<file path="src/rtl/eater_out_display.sv">
// Captures bytes from the OUT register, converts them to decimal with a sequential
// double-dabble and scans a 4-digit 7-segment display. Define OUT_DISP_HEX_EN for hex mode.
module eater_out_display #(
  parameter int SCAN_DIV = 1024
) (
  input  logic       fastClk,
  input  logic       rst,
  input  logic       out_load,
  input  logic [7:0] out_data,
  input  logic       signed_mode,
`ifdef OUT_DISP_HEX_EN
  input  logic       hex_mode,
`endif
  output logic [6:0] seg,
  output logic [3:0] dig_sel,
  output logic       busy,
  output logic       bcd_valid
);

  localparam int CW = $clog2(SCAN_DIV);

  typedef enum logic [1:0] {IDLE, CONV, COMMIT} state_t;

  state_t        state;
  logic [2:0]    iter;
  logic [7:0]    bin;
  logic [11:0]   bcd;
  logic          conv_neg;
  logic          conv_hex;

  logic          pend_full;
  logic [7:0]    pend_data;
  logic          pend_signed;
  logic          pend_hex;

  logic [3:0]    disp_h;
  logic [3:0]    disp_t;
  logic [3:0]    disp_o;
  logic          disp_neg;
  logic          disp_hex;

  logic [CW-1:0] scan_cnt;
  logic [1:0]    dig_idx;

  logic          load_hex;
`ifdef OUT_DISP_HEX_EN
  assign load_hex = hex_mode;
`else
  assign load_hex = 1'b0;
`endif

  // Source of the next conversion: a full pending slot in COMMIT beats a fresh load.
  logic       use_pend;
  logic       start;
  logic       pend_wr;
  logic [7:0] src_data;
  logic [7:0] src_mag;
  logic       src_signed;
  logic       src_hex;
  logic       src_neg;

  always_comb begin
    use_pend   = (state == COMMIT) && pend_full;
    src_data   = use_pend ? pend_data   : out_data;
    src_signed = use_pend ? pend_signed : signed_mode;
    src_hex    = use_pend ? pend_hex    : load_hex;
    src_neg    = !src_hex && src_signed && src_data[7];
    src_mag    = src_neg ? (~src_data + 8'd1) : src_data;
    start      = ((state == IDLE) || (state == COMMIT)) && (use_pend || out_load);
    pend_wr    = out_load && ((state == CONV) || use_pend);
  end

  function automatic logic [11:0] dd_adjust(input logic [11:0] b);
    logic [11:0] r;
    for (int i = 0; i < 3; i++)
      r[i*4 +: 4] = (b[i*4 +: 4] >= 4'd5) ? b[i*4 +: 4] + 4'd3 : b[i*4 +: 4];
    return r;
  endfunction

  logic [11:0] bcd_adj;
  assign bcd_adj = dd_adjust(bcd);

  always_ff @(posedge fastClk or posedge rst) begin
    if (rst) begin
      state       <= IDLE;
      busy        <= 1'b0;
      bcd_valid   <= 1'b0;
      iter        <= 3'd0;
      bin         <= 8'h00;
      bcd         <= 12'h000;
      conv_neg    <= 1'b0;
      conv_hex    <= 1'b0;
      pend_full   <= 1'b0;
      pend_data   <= 8'h00;
      pend_signed <= 1'b0;
      pend_hex    <= 1'b0;
      disp_h      <= 4'd0;
      disp_t      <= 4'd0;
      disp_o      <= 4'd0;
      disp_neg    <= 1'b0;
      disp_hex    <= 1'b0;
    end else begin
      bcd_valid <= 1'b0;
      case (state)
        CONV: begin
          bcd  <= {bcd_adj[10:0], bin[7]};
          bin  <= {bin[6:0], 1'b0};
          iter <= iter + 3'd1;
          if (iter == 3'd7) state <= COMMIT;
        end
        COMMIT: begin
          disp_h    <= bcd[11:8];
          disp_t    <= bcd[7:4];
          disp_o    <= bcd[3:0];
          disp_neg  <= conv_neg;
          disp_hex  <= conv_hex;
          bcd_valid <= 1'b1;
          state     <= IDLE;
          busy      <= 1'b0;
        end
        default: ;
      endcase
      // A start overrides the COMMIT -> IDLE default above.
      if (start) begin
        state    <= src_hex ? COMMIT : CONV;
        busy     <= 1'b1;
        iter     <= 3'd0;
        bin      <= src_mag;
        bcd      <= src_hex ? {4'h0, src_data} : 12'h000;
        conv_neg <= src_neg;
        conv_hex <= src_hex;
      end
      if (use_pend) pend_full <= 1'b0;
      if (pend_wr) begin
        pend_full   <= 1'b1;
        pend_data   <= out_data;
        pend_signed <= signed_mode;
        pend_hex    <= load_hex;
      end
    end
  end

  always_ff @(posedge fastClk or posedge rst) begin
    if (rst) begin
      scan_cnt <= '0;
      dig_idx  <= 2'd0;
    end else if (scan_cnt == CW'(SCAN_DIV - 1)) begin
      scan_cnt <= '0;
      dig_idx  <= dig_idx + 2'd1;
    end else begin
      scan_cnt <= scan_cnt + CW'(1);
    end
  end

  function automatic logic [6:0] seg7(input logic [3:0] n);
    case (n)
      4'h0: return 7'h3F;
      4'h1: return 7'h06;
      4'h2: return 7'h5B;
      4'h3: return 7'h4F;
      4'h4: return 7'h66;
      4'h5: return 7'h6D;
      4'h6: return 7'h7D;
      4'h7: return 7'h07;
      4'h8: return 7'h7F;
      4'h9: return 7'h6F;
      4'hA: return 7'h77;
      4'hB: return 7'h7C;
      4'hC: return 7'h39;
      4'hD: return 7'h5E;
      4'hE: return 7'h79;
      default: return 7'h71;
    endcase
  endfunction

  // Display only ever reads committed registers, never the conversion datapath.
  always_comb begin
    dig_sel = 4'b0001 << dig_idx;
    seg     = 7'h00;
    case (dig_idx)
      2'd0: seg = seg7(disp_o);
      2'd1: if (disp_hex || disp_h != 4'd0 || disp_t != 4'd0) seg = seg7(disp_t);
      2'd2: if (!disp_hex && disp_h != 4'd0) seg = seg7(disp_h);
      default: if (!disp_hex && disp_neg) seg = 7'h40;
    endcase
  end

endmodule

</file>
<file path="config.mk">
export PLATFORM = sky130hd
export DESIGN_NAME = eater_out_display
export DESIGN_NICKNAME = d
export VERILOG_FILES = /design/src/rtl/eater_out_display.sv
export SDC_FILE = /design/constraint.sdc
export NUM_CORES = 1
export LEC_CHECK = 0
export CAP_MARGIN = 20
export CELL_PAD_IN_SITES_DETAIL_PLACEMENT = 0
export CELL_PAD_IN_SITES_GLOBAL_PLACEMENT = 1
export CORE_UTILIZATION = 46
export DETAILED_ROUTE_END_ITERATION = 16
export GPL_TIMING_DRIVEN = 0
export PLACE_DENSITY_LB_ADDON = 0.1
export SYNTH_ARGS = -nofsm -noshare
export SYNTH_HDL_FRONTEND = slang
export SYNTH_SLANG_ARGS = --single-unit
</file>
<file path="constraint.sdc">
create_clock -name fastClk -period 2.97 [get_ports fastClk]
set_clock_uncertainty 0.05 [all_clocks]
set_input_delay 0.594 -clock fastClk [delete_from_list [all_inputs] [get_ports fastClk]]
set_output_delay 0.594 -clock fastClk [all_outputs]
set_load 0.005 [all_outputs]
</file>
==> metrics.md <==
| Metric | Value |
|---|---|
| Antenna violations before repair | 0 |
| Initial Util | 0.476 |
| Mux contribution to synthesized area | 0.0860 |
| Commonest cells after routing, fill and taps aside | dfrtp_1, nand2_1, o21ai_0, ha_1, nor2_1 |
| Die W | 94.4 um |
| Via density | 5.38 |
| Most used DFF post-synth | dfrtp_1 |
| Critical Path RT | 2.33 ns |
| Worst hold path stage count | 2 |
| Area leader, netlist | dfrtp_1 |
| Fraction of layout cells with a size suffix above 1 | 0.136 |
| Pwr Total | 3.92 mW |
| Peak supply drop | 0.488 mV |
| Outcome | completed |
| Slew Viols, Final | 0 |
| Gpl congestion | 0.833 |
| Synthesized Nets | 469 |
| RSZ-0062 raised after global routing | yes |
| Critical Path Stages | 8 |
| Yosys top cell area share | 0.401 |
| Critical path's slowest cell | dfrtp_2 |
| Clk_lat worst skew | 0.34 ns |
| Vias in the first global route | 2922 |
| Worst setup SP type | register |
| Clk buf depth | 2 |
| Tot GR Track Use | 0.203 |
| XOR/XNOR share of the synthesized area | 0.0379 |
| Simple-gate share of the synthesized area | 0.164 |
| Post-synthesis compound-gate area fraction | 0.167 |
| Slowest stage delay, CP | 0.41 ns |
| Synth warn | 0 |
| Minimum clock period | 2.90 ns |
| HP Start | bin[7]$_DFFE_PP0P_ |
| CTS hold repair buffers | 0 |
| Largest net degree at the start of global routing | 40 |
| Clk slew on worst S/H paths | 0.07 ns |
| R2R cell count | 7 |
| Most common cell after layout, fill and taps aside | dfrtp_1 |
| Starting DRC count in detailed routing | 119 |
| Die area | 8910 um^2 |
| Synthesized flop and latch total | 63 |
| Busiest grt layer | met2 |
| Final number of hold-violating endpoints | 0 |
| Final ANT Viol Nets | 0 |
| Vias | 3098 |
| Syn_area_per_cell | 9.24 um^2 |
| Pwr/cell area | 865 nW/um^2 |
| Core area | 8260 um^2 |
| Die span in y | 94.4 um |
| DR DRC count | 0 |
| Total CTS buffers | 9 |
| P_leak | 2.00 nW |
| Tcrit/Tclk final | 0.977 |
| Antenna diodes | 0 |
| Met3 Use GR | 0.0330 |
| Critical path startpoint | disp_t[1]$_DFFE_PP0N_ |
| Critical Path AT | 2.26 ns |
| Max-slew headroom | 0.609 |
| CP cell instances | inv_2, ha_2, or3b_4, o31a_1, buf_4, o211ai_1, a31oi_1, dlygate4sd2_1 |
| Synthesized area | 3930 um^2 |
| Register area share after synthesis | 0.401 |
| Max Cap Viol | 0 |
| Worst Setup End Kind | output pin |
| M2 GR Usage | 0.334 |
| Area growth, synth to finish | 15.3% |
| Worst-margin pin slew | 0.579 ns |
| Final WL | 8.10 mm |
| # port buffers | 24 |
| Largest cells by area after synthesis | dfrtp_1, ha_1, nand2_1, mux2_2, o21ai_0 |
| First-pass GRT wire length | 13.9 mm |
| Cell family with most CP delay | buffers and inverters |
| CP Class | register to output pin |
| CTS tree | done |
| First-pass DRT Iterations | 4 |
| CTS Root Cell | clkbuf_8 |
| Hold WC Path Type | register to register |
| Adder-Cell Fraction of Synth Area | 0.102 |
| Overflow after GRT | 0 |
| H-tree depth | 3 |
| Wire length per cell | 14.1 um |
| Syn Inst Count | 425 |
| Largest family of logic cells by synthesized area | compound AO/OA/AOI/OAI gates |
| Number of enable flip-flop cells after synthesis | 0 |
| Detailed Place HPWL | 5.96 mm |
| Global Route met1 Usage | 0.259 |
| Std cell rows | 33 |
| Clock sinks | 63 |
| Final setup viols | 0 |
| Crit path buf inv count | 3 |
| Fmax | 0.345 GHz |
| Async set-reset flop share out of synthesis | 1.00 |
| Crit Path Max Fanout | 4 |
| Reg-to-reg startpoint | state[1]$_DFFE_PP0P_ |
| Distinct cell type count after synthesis | 45 |
| Layout Utilization | 0.549 |
| I/O Pins | 25 |
| Fin nets | 510 |
| Setup TNS | 0 ns |
==> timing repair <==
action	in CTS	in global routing
buffers inserted	5	0
endpoints found under the setup margin	7	7
pin swaps	3	5
gates resized for setup	12	11
==> cell usage after synthesis, types with 5 or more instances <==
| library cell | count |
|---|---|
| a21oi_1 | 18 |
| nor3_1 | 7 |
| nand3_1 | 19 |
| clkbuf_1 | 12 |
| mux2_2 | 18 |
| nand2_1 | 55 |
| xor2_1 | 6 |
| xnor2_1 | 11 |
| ha_1 | 32 |
| dfrtp_1 | 63 |
| a31oi_1 | 10 |
| o21ai_0 | 38 |
| nor2_1 | 25 |
| inv_1 | 19 |
| o211ai_1 | 17 |
| mux2i_1 | 12 |
| buf_2 | 5 |
| nand2b_1 | 9 |
==> final cells by class <==
class | instances | area (um^2)
fillers | 775 | 3730
repair buffers | 30 | 280
clock inverters | 6 | 36.3
well taps | 105 | 131
flip-flops and latches | 63 | 1580
multi-input cells | 323 | 2200
clock buffers | 10 | 138
plain buffers | 20 | 92.6
inverters | 19 | 71.3
==> report_power, final <==
group          internal [mW]  switching, mW
combinational          0.847           1.01
clock                  0.321          0.339
sequential              1.15          0.254
==> metrics by stage <==
stage	cells	cell area (um^2)	worst slack, ns	hold slack [ns]
3_5_place_dp	555	4320	-0.0460	0.423
2_1_floorplan	425	3930	0.635	0.390
4_1_cts	576	4530	-0.0213	0.433
6_report	576	4530	0.0697	0.428
5_1_grt	576	4530	-0.0278	0.455
3_3_place_gp	554	4300	-0.374	0.413
==> path summary, 6_finish.rpt <==
kind | endpoint | slack, ns
min in group asynchronous | pend_data[6]$_DFFE_PP0P_ | 0.58
worst max register to register | bcd[11]$_DFFE_PP0P_ | 1.15
worst min-delay path | bcd[0]$_DFFE_PP0P_ | 0.43
worst max-delay path | seg[2] | 0.07
worst min register to register | bcd[0]$_DFFE_PP0P_ | 0.43
max in group asynchronous | disp_t[1]$_DFFE_PP0N_ | 1.66
==> cells by family (layout without fill, tap and decap cells) <==
logic type / after synthesis / after routing
and+or+nand+nor: 137 / 137
AOI/OAI and AO/OA: 106 / 106
DFF: 63 / 63
buffers and inverters: 39 / 85
adders and majority gates: 32 / 32
muxes: 31 / 31
xor gates and xnor gates: 17 / 17
==> worst min-delay path: stages, from the launching register on <==
cell,delay [ns]
dfrtp_1,0.34
nand2_1,0.05
o31ai_1,0.05
==> state kept, by name, summed over array words and instances, names as in the netlist, 2 cells and up <==
name / flops
pend_data: 8
bcd: 12
dig_idx: 2
disp_t: 4
scan_cnt: 10
disp_o: 4
bin: 8
disp_h: 4
iter: 3
state: 2
==> layer usage <==
layer | wire, um | part of all wire | vias to the layer above
met1 | 3690 | 0.46 | 1432
met5 | 0 | 0 | -
met2 | 3930 | 0.49 | 60
li1 | - | - | 1588
met3 | 267 | 0.033 | 18
met4 | 208 | 0.026 | 0
(Power assumes the default switching activity.)
